[src/rtl/nes_cpu_pkg.sv]
// Shared definitions for the 6502-subset core: opcodes, addressing modes,
// ALU operations, status flag positions and instruction cycle encoding.
package nes_cpu_pkg;

  localparam logic [7:0] OP_ADC_IMM = 8'h69;
  localparam logic [7:0] OP_ADC_ABS = 8'h6D;
  localparam logic [7:0] OP_ADC_ZPG = 8'h65;
  localparam logic [7:0] OP_ADC_ZPX = 8'h75;
  localparam logic [7:0] OP_ADC_ABX = 8'h7D;
  localparam logic [7:0] OP_ADC_ABY = 8'h79;
  localparam logic [7:0] OP_ADC_IZX = 8'h61;
  localparam logic [7:0] OP_ADC_IZY = 8'h71;
  localparam logic [7:0] OP_SBC_IMM = 8'hE9;
  localparam logic [7:0] OP_SBC_ABS = 8'hED;
  localparam logic [7:0] OP_SBC_ZPG = 8'hE5;
  localparam logic [7:0] OP_SBC_ZPX = 8'hF5;
  localparam logic [7:0] OP_SBC_ABX = 8'hFD;
  localparam logic [7:0] OP_SBC_ABY = 8'hF9;
  localparam logic [7:0] OP_SBC_IZX = 8'hE1;
  localparam logic [7:0] OP_SBC_IZY = 8'hF1;
  localparam logic [7:0] OP_SEC     = 8'h38;
  localparam logic [7:0] OP_CLC     = 8'h18;
  localparam logic [7:0] OP_INX     = 8'hE8;
  localparam logic [7:0] OP_INY     = 8'hC8;
  localparam logic [7:0] OP_DEX     = 8'hCA;
  localparam logic [7:0] OP_DEY     = 8'h88;
  localparam logic [7:0] OP_TAX     = 8'hAA;
  localparam logic [7:0] OP_TXA     = 8'h8A;
  localparam logic [7:0] OP_TAY     = 8'hA8;
  localparam logic [7:0] OP_TYA     = 8'h98;

  typedef enum logic [3:0] {
    AM_IMP, AM_IMM, AM_ZPG, AM_ZPX, AM_ABS, AM_ABX, AM_ABY, AM_IZX, AM_IZY
  } amode_e;

  typedef enum logic [2:0] {
    ALU_PASS, ALU_ADC, ALU_SBC, ALU_INC, ALU_DEC
  } alu_op_e;

  // Status register bit positions
  localparam int FLAG_C = 0;
  localparam int FLAG_Z = 1;
  localparam int FLAG_U = 5;
  localparam int FLAG_V = 6;
  localparam int FLAG_N = 7;

  // Cycle-within-instruction encoding (T0 is always the opcode fetch)
  typedef logic [2:0] cyc_t;
  localparam cyc_t T0 = 3'd0;
  localparam cyc_t T1 = 3'd1;
  localparam cyc_t T2 = 3'd2;
  localparam cyc_t T3 = 3'd3;
  localparam cyc_t T4 = 3'd4;
  localparam cyc_t T5 = 3'd5;

  function automatic amode_e decode_mode(input logic [7:0] op);
    case (op)
      OP_ADC_IMM, OP_SBC_IMM: return AM_IMM;
      OP_ADC_ZPG, OP_SBC_ZPG: return AM_ZPG;
      OP_ADC_ZPX, OP_SBC_ZPX: return AM_ZPX;
      OP_ADC_ABS, OP_SBC_ABS: return AM_ABS;
      OP_ADC_ABX, OP_SBC_ABX: return AM_ABX;
      OP_ADC_ABY, OP_SBC_ABY: return AM_ABY;
      OP_ADC_IZX, OP_SBC_IZX: return AM_IZX;
      OP_ADC_IZY, OP_SBC_IZY: return AM_IZY;
      default:                return AM_IMP;
    endcase
  endfunction

  function automatic logic is_adc(input logic [7:0] op);
    case (op)
      OP_ADC_IMM, OP_ADC_ZPG, OP_ADC_ZPX, OP_ADC_ABS,
      OP_ADC_ABX, OP_ADC_ABY, OP_ADC_IZX, OP_ADC_IZY: return 1'b1;
      default: return 1'b0;
    endcase
  endfunction

  function automatic logic is_sbc(input logic [7:0] op);
    case (op)
      OP_SBC_IMM, OP_SBC_ZPG, OP_SBC_ZPX, OP_SBC_ABS,
      OP_SBC_ABX, OP_SBC_ABY, OP_SBC_IZX, OP_SBC_IZY: return 1'b1;
      default: return 1'b0;
    endcase
  endfunction

endpackage

[src/rtl/nes_cpu_alu.sv]
// Combinational ALU: binary add/subtract with carry, increment, decrement
// and pass-through, producing the N, V, Z and C flag candidates.
module nes_cpu_alu
  import nes_cpu_pkg::*;
(
  input  alu_op_e    op_i,
  input  logic [7:0] a_i,
  input  logic [7:0] m_i,
  input  logic       c_i,
  output logic [7:0] r_o,
  output logic       n_o,
  output logic       v_o,
  output logic       z_o,
  output logic       c_o
);

  logic [7:0] m_eff;
  logic [8:0] sum;

  // Result and flags; SBC reuses the adder with the operand inverted
  always_comb begin
    m_eff = m_i;
    sum   = 9'h000;
    r_o   = a_i;
    c_o   = c_i;
    v_o   = 1'b0;
    case (op_i)
      ALU_ADC, ALU_SBC: begin
        if (op_i == ALU_SBC) m_eff = ~m_i;
        sum = {1'b0, a_i} + {1'b0, m_eff} + {8'h00, c_i};
        r_o = sum[7:0];
        c_o = sum[8];
        v_o = (a_i[7] == m_eff[7]) && (sum[7] != a_i[7]);
      end
      ALU_INC: r_o = a_i + 8'd1;
      ALU_DEC: r_o = a_i - 8'd1;
      default: r_o = a_i;
    endcase
    n_o = r_o[7];
    z_o = (r_o == 8'h00);
  end

endmodule

[src/rtl/nes_cpu_core.sv]
// 6502-subset core: register file, per-instruction cycle sequencer,
// opcode decode and read-address multiplexer. Read-only data bus.
module nes_cpu_core
  import nes_cpu_pkg::*;
#(
  parameter logic [15:0] RESET_PC = 16'h0000,
  parameter logic [7:0]  RESET_P  = 8'h20
) (
  input  logic        clk_ph1,
  input  logic        clk_ph2,
  input  logic        rst,
  input  logic [7:0]  Data_bus,
  output logic [15:0] Addr_bus,
  output logic [7:0]  IR_dbg,
  output logic [7:0]  AC_dbg,
  output logic [7:0]  X_dbg,
  output logic [7:0]  Y_dbg,
  output logic [7:0]  P_dbg,
  output logic [15:0] PC_dbg,
  output logic [2:0]  cycle_dbg
);

  logic [15:0] pc_q, pc_d;
  logic [7:0]  ir_q, ir_d;
  logic [7:0]  a_q, a_d;
  logic [7:0]  x_q, x_d;
  logic [7:0]  y_q, y_d;
  logic [7:0]  p_q, p_d;
  logic [7:0]  zp_q, zp_d;
  logic [7:0]  lo_q, lo_d;
  logic [7:0]  hi_q, hi_d;
  cyc_t        cyc_q, cyc_d;

  amode_e      mode;
  logic [7:0]  idx;
  logic [8:0]  idx_lo_sum;
  logic [15:0] full_sum;
  logic [7:0]  zpx_addr;
  logic [7:0]  zpx_next;
  logic [7:0]  zp_next;
  logic        commit;

  alu_op_e     alu_op;
  logic [7:0]  alu_a;
  logic [7:0]  alu_r;
  logic        alu_n, alu_v, alu_z, alu_c;

  // The second clock phase carries no information for this core
  logic unused_ph2;
  assign unused_ph2 = clk_ph2;

  assign mode       = decode_mode(ir_q);
  assign idx        = (mode == AM_ABX) ? x_q : y_q;
  assign idx_lo_sum = {1'b0, lo_q} + {1'b0, idx};
  assign full_sum   = {hi_q, lo_q} + {8'h00, idx};
  assign zpx_addr   = zp_q + x_q;
  assign zpx_next   = zpx_addr + 8'd1;
  assign zp_next    = zp_q + 8'd1;

  // ALU operation and source register chosen from the current opcode
  always_comb begin
    alu_op = ALU_PASS;
    alu_a  = a_q;
    if (is_adc(ir_q)) begin
      alu_op = ALU_ADC;
    end else if (is_sbc(ir_q)) begin
      alu_op = ALU_SBC;
    end else begin
      case (ir_q)
        OP_INX:  begin alu_op = ALU_INC; alu_a = x_q; end
        OP_INY:  begin alu_op = ALU_INC; alu_a = y_q; end
        OP_DEX:  begin alu_op = ALU_DEC; alu_a = x_q; end
        OP_DEY:  begin alu_op = ALU_DEC; alu_a = y_q; end
        OP_TXA:  alu_a = x_q;
        OP_TYA:  alu_a = y_q;
        default: alu_a = a_q;
      endcase
    end
  end

  nes_cpu_alu u_alu (
    .op_i (alu_op),
    .a_i  (alu_a),
    .m_i  (Data_bus),
    .c_i  (p_q[FLAG_C]),
    .r_o  (alu_r),
    .n_o  (alu_n),
    .v_o  (alu_v),
    .z_o  (alu_z),
    .c_o  (alu_c)
  );

  // Cycle sequencer: address mux, operand capture and final-cycle writeback
  always_comb begin
    pc_d     = pc_q;
    ir_d     = ir_q;
    a_d      = a_q;
    x_d      = x_q;
    y_d      = y_q;
    p_d      = p_q;
    zp_d     = zp_q;
    lo_d     = lo_q;
    hi_d     = hi_q;
    cyc_d    = cyc_q;
    Addr_bus = pc_q;
    commit   = 1'b0;

    if (cyc_q == T0) begin
      ir_d  = Data_bus;
      pc_d  = pc_q + 16'd1;
      cyc_d = T1;
    end else begin
      case (mode)
        AM_IMM: begin
          pc_d   = pc_q + 16'd1;
          commit = 1'b1;
        end
        AM_ZPG, AM_ZPX: begin
          case (cyc_q)
            T1: begin zp_d = Data_bus; pc_d = pc_q + 16'd1; cyc_d = T2; end
            T2: begin
              Addr_bus = {8'h00, zp_q};
              if (mode == AM_ZPG) commit = 1'b1;
              else                cyc_d  = T3;
            end
            T3: begin Addr_bus = {8'h00, zpx_addr}; commit = 1'b1; end
            default: cyc_d = T0;
          endcase
        end
        AM_ABS, AM_ABX, AM_ABY: begin
          case (cyc_q)
            T1: begin lo_d = Data_bus; pc_d = pc_q + 16'd1; cyc_d = T2; end
            T2: begin hi_d = Data_bus; pc_d = pc_q + 16'd1; cyc_d = T3; end
            T3: begin
              if (mode == AM_ABS) begin
                Addr_bus = {hi_q, lo_q};
                commit   = 1'b1;
              end else begin
                // Uncorrected high byte first; a carry costs one more cycle
                Addr_bus = {hi_q, idx_lo_sum[7:0]};
                if (idx_lo_sum[8]) cyc_d  = T4;
                else               commit = 1'b1;
              end
            end
            T4: begin Addr_bus = full_sum; commit = 1'b1; end
            default: cyc_d = T0;
          endcase
        end
        AM_IZX: begin
          case (cyc_q)
            T1: begin zp_d = Data_bus; pc_d = pc_q + 16'd1; cyc_d = T2; end
            T2: begin Addr_bus = {8'h00, zp_q}; cyc_d = T3; end
            T3: begin Addr_bus = {8'h00, zpx_addr}; lo_d = Data_bus; cyc_d = T4; end
            T4: begin Addr_bus = {8'h00, zpx_next}; hi_d = Data_bus; cyc_d = T5; end
            T5: begin Addr_bus = {hi_q, lo_q}; commit = 1'b1; end
            default: cyc_d = T0;
          endcase
        end
        AM_IZY: begin
          case (cyc_q)
            T1: begin zp_d = Data_bus; pc_d = pc_q + 16'd1; cyc_d = T2; end
            T2: begin Addr_bus = {8'h00, zp_q}; lo_d = Data_bus; cyc_d = T3; end
            T3: begin Addr_bus = {8'h00, zp_next}; hi_d = Data_bus; cyc_d = T4; end
            T4: begin
              Addr_bus = {hi_q, idx_lo_sum[7:0]};
              if (idx_lo_sum[8]) cyc_d  = T5;
              else               commit = 1'b1;
            end
            T5: begin Addr_bus = full_sum; commit = 1'b1; end
            default: cyc_d = T0;
          endcase
        end
        default: begin
          // Implied ops and unknown opcodes: dummy read at PC, no increment
          commit = 1'b1;
        end
      endcase
    end

    if (commit) begin
      cyc_d = T0;
      if (is_adc(ir_q) || is_sbc(ir_q)) begin
        a_d         = alu_r;
        p_d[FLAG_N] = alu_n;
        p_d[FLAG_V] = alu_v;
        p_d[FLAG_Z] = alu_z;
        p_d[FLAG_C] = alu_c;
      end else begin
        case (ir_q)
          OP_SEC: p_d[FLAG_C] = 1'b1;
          OP_CLC: p_d[FLAG_C] = 1'b0;
          OP_INX, OP_DEX, OP_TAX: begin
            x_d = alu_r; p_d[FLAG_N] = alu_n; p_d[FLAG_Z] = alu_z;
          end
          OP_INY, OP_DEY, OP_TAY: begin
            y_d = alu_r; p_d[FLAG_N] = alu_n; p_d[FLAG_Z] = alu_z;
          end
          OP_TXA, OP_TYA: begin
            a_d = alu_r; p_d[FLAG_N] = alu_n; p_d[FLAG_Z] = alu_z;
          end
          default: ;
        endcase
      end
      p_d[FLAG_U] = 1'b1;
    end
  end

  // Architectural and sequencing state; reset abandons any instruction in flight
  always_ff @(posedge clk_ph1 or negedge rst) begin
    if (!rst) begin
      pc_q  <= RESET_PC;
      ir_q  <= 8'h00;
      a_q   <= 8'h00;
      x_q   <= 8'h00;
      y_q   <= 8'h00;
      p_q   <= RESET_P;
      zp_q  <= 8'h00;
      lo_q  <= 8'h00;
      hi_q  <= 8'h00;
      cyc_q <= T0;
    end else begin
      pc_q  <= pc_d;
      ir_q  <= ir_d;
      a_q   <= a_d;
      x_q   <= x_d;
      y_q   <= y_d;
      p_q   <= p_d;
      zp_q  <= zp_d;
      lo_q  <= lo_d;
      hi_q  <= hi_d;
      cyc_q <= cyc_d;
    end
  end

  assign IR_dbg    = ir_q;
  assign AC_dbg    = a_q;
  assign X_dbg     = x_q;
  assign Y_dbg     = y_q;
  assign P_dbg     = p_q;
  assign PC_dbg    = pc_q;
  assign cycle_dbg = cyc_q;

endmodule

[config.mk]
export PLATFORM = sky130hd
export DESIGN_NAME = nes_cpu_core
export DESIGN_NICKNAME = d
export VERILOG_FILES = /design/src/rtl/nes_cpu_pkg.sv /design/src/rtl/nes_cpu_alu.sv /design/src/rtl/nes_cpu_core.sv
export SDC_FILE = /design/constraint.sdc
export NUM_CORES = 1
export LEC_CHECK = 0
export CAP_MARGIN = 40
export CORE_MARGIN = 1
export CORE_UTILIZATION = 58
export DETAILED_ROUTE_END_ITERATION = 12
export PLACE_DENSITY = 0.82
export SYNTH_ARGS = -nofsm -noshare
export SYNTH_HDL_FRONTEND = slang
export SYNTH_HIERARCHICAL = 1
export SYNTH_SLANG_ARGS = --single-unit
[constraint.sdc]
create_clock -name clk_ph1 -period 5.8 [get_ports clk_ph1]
set_input_delay 0.87 -clock clk_ph1 [delete_from_list [all_inputs] [get_ports clk_ph1]]
set_output_delay 0.87 -clock clk_ph1 [all_outputs]
set_load 0.01 [all_outputs]
* Word-level counts from Yosys, hierarchy flattened
Index checks and enable logic that the tools add are counted.
Widths: inputs -> output; s select.
** Cells by class
- $add $sub $neg :: 10
- Equality and inequality tests :: 62
- Multiplexer cells :: 62
- Bitwise gates (word level) :: 3
- Reductions and logical operators :: 44
** Operator list (number)
- $pmux 16 s4 :: 3
- $eq 8x8->1 const B :: 16
- $mux 8 :: 12
- $pmux 8 s3 :: 3
- $eq 8x7->1 const B :: 8
- $mux 16 :: 4
- $pmux 16 s2 :: 2
- $pmux 16 s3 :: 1
- $pmux 4 s8 :: 1
- $pmux 3 s5 :: 2
- $reduce_or 2->1 :: 14
- $add 8x1->8 const B :: 3
- $mux 3 :: 8
- $pmux 3 s4 :: 2
- $reduce_or 8->1 :: 3
- $ne 5x5->1 const B :: 4
- $add 8x8->9 :: 2
- $add 16x1->16 const B :: 1
- $add 16x8->16 :: 1
- $eq 4x3->1 const B :: 4
- $ne 4x4->1 const B :: 4
- $pmux 8 s2 :: 1
- $mux 1 :: 15
- $reduce_and 3->1 :: 5
- 37 further kinds :: 62
** Storage, ports and cells
- Register bits after elaboration :: 79
- Bits of input ports :: 11
- Output and inout port bits :: 75

* Depth between registers and ports, before layout
- Word-level depth :: 15
- Mapped depth :: 20
- Gate-level depth less buffers :: 20

* Cells and area by module
Netlist, hierarchy kept.
** By module, submodules not included
- nes_cpu_core :: times used 1, cells an instance 699, area each 6244.7 um2, sequential area each 1976.9 um2
- nes_cpu_alu :: times used 1, cells an instance 140, area each 1064.8 um2, sequential area each 0.0 um2

* Worst setup path before layout
No wires, ideal clock.
- Kind :: register to register
- Start :: reg ir_q[3], in the netlist IR_dbg[3]
- End :: reg p_q[1], in the netlist P_dbg[1]
- Library setup time :: 0.065 ns
- Arrival time :: 5.011 ns
- Path slack :: 0.724 ns
- Cell stages (with the launch flop) :: 20
- Path buffers :: 0
- Clock period less this slack :: 5.076 ns
- Cell sequence :: dfrtp_1 > clkinv_1 > nor3_1 > nand2b_1 > nor2_1 > nand2_1 > a21boi_0 > nand2b_1 > nor2_1 > xnor2_1 > fa_1 > inv_1 > fa_1 > mux2_2 > o32a_1 > o211a_1 > or3_1 > or3_1 > nor4_2 > mux2_2
** On the way
- Word-level cells in the longest chain between the ends :: 15
** RTL lines
- from (decl) :: line nes_cpu_core.sv:24 : logic [7:0] ir_q, ir_d;
- from (signal assigned) :: line nes_cpu_core.sv:223 : ir_q <= ir_d;
- $eq 8x8->1 :: line nes_cpu_pkg.sv:79 : case (op)
- $reduce_or 8->1 :: line nes_cpu_pkg.sv:79
- $mux 1 :: line nes_cpu_pkg.sv:79
- $mux 1 :: line nes_cpu_core.sv:64 : if (is_adc(ir_q)) begin
- $mux 3 :: line nes_cpu_core.sv:66 : end else if (is_sbc(ir_q)) begin
- $mux 3 (*) :: line nes_cpu_core.sv:64
- named net alu_op[1] :: line nes_cpu_core.sv:43 : alu_op_e alu_op;
- $eq 3x2->1 :: line nes_cpu_alu.sv:27, nes_cpu_alu.sv:29
- [2 not listed]
- $add 8x8->9 :: line nes_cpu_alu.sv:30 : sum = {1'b0, a_i} + {1'b0, m_eff} + {8'h00, c_i};
- $add 9x1->9 :: line nes_cpu_alu.sv:30
- $pmux 8 s3 (*) :: line nes_cpu_alu.sv:27 : case (op_i)
- named net alu_r[1] :: line nes_cpu_core.sv:45 : logic [7:0] alu_r;
- $logic_not 8->1 (*) :: line nes_cpu_alu.sv:40 : z_o = (r_o == 8'h00);
- named net alu_z :: line nes_cpu_core.sv:46 : logic alu_n, alu_v, alu_z, alu_c;
- $mux 1 :: line nes_cpu_core.sv:189 : case (ir_q)
- $mux 2 (*) :: line nes_cpu_core.sv:182 : if (is_adc(ir_q) || is_sbc(ir_q)) begin
- to (signal assigned) :: line nes_cpu_core.sv:227 : p_q <= p_d;
- to (decl) :: line nes_cpu_core.sv:28 : logic [7:0] p_q, p_d;
Mark *: on every way through the listed nets, which the timed path passes. The rest lies on a longest branch. The select of a mux whose other input is x is not followed.
A chain may end at the register's enable or synchronous reset.

* Worst setup path in the final report
Same ends and word-level chain as after synthesis.

==> results.cfg <==
[floorplan]
placementRows = 40
die_area_um2 = 13100
ios = 86
start_util_pct = 60.1
die_x_um = 114
die_y_um = 114
core_region_area_um2 = 12200

[yosys]
synth.distinct_cells = 88
synth_area_um2 = 7310
yosys_register_bits = 79
synthFlopType = dfrtp_1
async_flop_share_pct = 100
syn_avg_cell_area_um2 = 8.71
netlist_instances = 839
yosysSeqAreaShare_pct = 27.0
synth_edf_count = 0
yosys_warnings = 6

[final_layout]
fillers = 992
n_antenna_cell = 0
final-instance-count-excl-fill = 1086
drive_gt1_share_pct = 14.4
syn_to_final_growth_pct = 16.8
fin_nets = 961

[power_and_ir_drop]
power.density_nw_per_um2 = 371
clockPowerShare_pct = 17.4
p_leak_nw = 3.58
pwr-share-comb_pct = 54.0
sw_frac_of_total_pct = 44.3
seqPwrFrac_pct = 28.6
irDropWorstVdd_v = 0.000222
internal-power_w = 0.00177
switchingPower_w = 0.00141

[worst_setup_path]
worst-setup-path-type = reg2reg
r2r_end = P_dbg[1]$_DFFE_PN0P_
cp_max_fo = 14
end_kind = flip-flop
required_ns = 6.10
r2r-start = IR_dbg[3]$_DFFE_PN0P_
r2r_slack_ns = 0.38
reg2reg_depth = 21
startpoint_type = flip-flop
critPathArrivalTime_ns = 5.71

[timing]
setup_violations = 0
slew_headroom_pct = 28.6
fmax_mhz = 185
layout_min_cycle_time_ns = 5.42
tightestPinTransition_ns = 1.06
fin_tns_setup_ns = 0
drv_slew = 0
min_period_over_period_pct = 93.4
fin_skew_ns = 0.00907
hold_violations = 0
rsz0062_at_grt = false

[drt]
wl_met2_um = 11100
totalWireLength_um = 23800
drc_errors = 0
wl_met3_um = 1630
dr.pass1.iters = 10
wl_per_cell_um = 21.9
drt-initial-drc-count = 953
vias_per_cell = 6.69
ant_nets = 0
route.vias.total = 7261
top_layer_used = met4
met1_length_um = 10200

[job]
drv_cap = 0

[cts]
clkSinkCount = 79
root_buffer = clkbuf_16
htreeDepth = 3
clock_path_buffers = 2
cts_buffers = 9
cts_hold_buffers = 0
cts_tree = done
clkLatencyLatePin_ns = 0.36
clkTransAtPathRegs_ns = 0.07

[outcome]
outcome = finished, final reports clean

[placed_design]
portBuffers = 80
gp_congestion = 0.981
placed_cells = 1069
hpwlAfterDp_um = 18000

[global_route]
grt_pass1_wl_um = 37600
track_usage_pct = 37.7
grt_max_degree = 43
grt_pass1_vias = 6924
antenna_found_initial = 0
gr-total-overflow = 0

[min_path]
min_path_type = in2async
## placed cells by master, fill, tap and decap left out, types with 5 or more instances in the layout
cell type,Yosys,layout
buf_4,6,27
mux2_2,55,55
a211oi_1,16,16
or4_1,5,5
a21o_1,6,6
a31oi_1,12,12
nor2_1,51,51
nor3b_1,8,8
fa_1,5,5
ha_1,32,32
o221ai_1,5,5
inv_1,19,19
a221o_1,7,7
mux2i_1,8,8
a22oi_1,18,18
nor2b_1,9,9
xor2_1,34,34
a21oi_1,31,30
or2_2,5,5
nand2b_1,14,14
o21ai_0,54,54
dfrtp_1,79,79
o211ai_1,6,6
and3_1,7,7
a2111oi_0,5,5
nand3_1,24,24
nor3_1,25,24
nor4_1,9,9
nand4_1,14,14
xnor2_1,23,23
nand2_1,96,96
o22ai_1,13,13
clkdlybuf4s50_1,0,79
o21a_1,7,7
clkbuf_16,0,9
mux2_4,8,8
## synthesized netlist by cell type, types with 5 or more instances
cell type	number	area share, %
nand2_1	96	4.9
dfrtp_1	79	27
mux2_2	55	8.5
o21ai_0	54	3.7
nor2_1	51	2.6
xor2_1	34	4.1
ha_1	32	5.5
a21oi_1	31	2.1
nor3_1	25	1.7
clkbuf_1	24	1.2
nand3_1	24	1.6
xnor2_1	23	2.8
inv_1	19	0.98
a22oi_1	18	1.8
a211oi_1	16	1.6
nand2b_1	14	1.2
nand4_1	14	1.2
o22ai_1	13	1.1
a31oi_1	12	1.0
nor2b_1	9	0.77
nor4_1	9	0.77
clkbuf_8	8	1.5
mux2_4	8	1.6
mux2i_1	8	1.1
nor3b_1	8	0.82
a221o_1	7	0.96
and3_1	7	0.60
o21a_1	7	0.72
a21o_1	6	0.62
buf_4	6	0.62
o211ai_1	6	0.62
a2111oi_0	5	0.60
fa_1	5	1.4
o221ai_1	5	0.60
or2_2	5	0.43
or4_1	5	0.51
## sequential cells by signal (all words and copies together), names as in the netlist
register / count
zp_q: 8
cycle_dbg: 3
IR_dbg: 8
lo_q: 8
hi_q: 8
AC_dbg: 8
P_dbg: 4
PC_dbg: 16
Y_dbg: 8
X_dbg: 8
## power by group through the flow
| stage | clock network, W | logic [W] | registers [W] |
|---|---|---|---|
| 2_1_floorplan | 0 | 0.00109 | 0.000851 |
| 5_1_grt | 0.000572 | 0.00185 | 0.000921 |
| 4_1_cts | 0.000553 | 0.00168 | 0.000897 |
| 3_5_place_dp | 0 | 0.00167 | 0.000906 |
| 3_3_place_gp | 0 | 0.00161 | 0.000896 |
| 6_report | 0.000552 | 0.00171 | 0.000908 |
## logic make-up (layout without fill, tap and decap cells)
family | after synthesis | in the layout | share of synthesized area [%]
AOI/OAI and AO/OA | 230 | 230 | 21.7
adders and majority gates | 37 | 37 | 6.85
other | 2 | 4 | 0.103
and+or+nand+nor | 295 | 295 | 20.8
buffers and inverters | 67 | 144 | 5.12
muxes | 71 | 71 | 11.2
DFF | 79 | 79 | 27.0
xor gates and xnor gates | 58 | 58 | 7.14
## layer usage
layer,vias to the layer above,global-route usage (%)
met5,-,0
met4,0,16.9
met2,351,60.2
li1,3294,-
met3,66,4.66
met1,3550,51.3
## layout make-up
class / instances / area (µm²) / share of cell area (%)
Clock buffer: 9 / 225 / 2.64
Clock inverter: 7 / 57.6 / 0.674
Inverter: 20 / 75.1 / 0.879
Multi-Input combinational cell: 695 / 4970 / 58.3
Sequential cell: 79 / 1980 / 23.2
Tap cell: 168 / 210 / 2.46
Timing Repair Buffer: 108 / 1020 / 11.9
## worst max-delay path, stage by stage, from the launching register on
cell and delay (ns):
dfrtp_1 0.66, clkinv_1 0.13, buf_4 0.19, nor3_1 0.34, nand2b_1 0.20, nor2_1 0.20
nand2_1 0.07, a21boi_0 0.26, nand2b_1 0.16, nor2_1 0.12, buf_4 0.19, xnor2_1 0.10
fa_1 0.40, inv_1 0.08, fa_1 0.42, mux2_2 0.28, o32a_1 0.29, o211a_1 0.19
or3_1 0.38, or3_1 0.35, nor4_2 0.15, mux2_2 0.19
## per-stage QoR
step / total power, W / area [µm²] / setup WS (ns) / hold slack (ns) / utilization [%]
finish: 0.00317 / 8540 / 0.384 / 0.496 / 70.2
global route: 0.00334 / 8540 / 0.0733 / 0.535 / 70.2
floorplan: 0.00194 / 7320 / 0.724 / 0.514 / -
detailed placement: 0.00258 / 8240 / 0.546 / 0.506 / 67.8
CTS: 0.00313 / 8530 / 0.168 / 0.512 / 70.1
global placement: 0.00251 / 8200 / 0.676 / 0.492 / 67.5
## how the worst max path moves through the flow
stage               slack, ns              endpoint             startpoint  depth (start not counted)
global route             0.07  P_dbg[1]$_DFFE_PN0P_  IR_dbg[3]$_DFFE_PN0P_                         21
finish                   0.38  P_dbg[1]$_DFFE_PN0P_  IR_dbg[3]$_DFFE_PN0P_                         21
floorplan                0.72  P_dbg[1]$_DFFE_PN0P_  IR_dbg[3]$_DFFE_PN0P_                         19
CTS                      0.17          Addr_bus[12]  IR_dbg[5]$_DFFE_PN0P_                         13
global placement         0.68          Addr_bus[12]  IR_dbg[5]$_DFFE_PN0P_                         11
detailed placement       0.55  P_dbg[1]$_DFFE_PN0P_  IR_dbg[3]$_DFFE_PN0P_                         21
## what timing repair did
item | 4_1_cts | 5_1_grt
buffers inserted | 0 | 1
gates resized for setup | 0 | 1
setup endpoints to repair | 0 | 4
(Power assumes the default switching activity.)
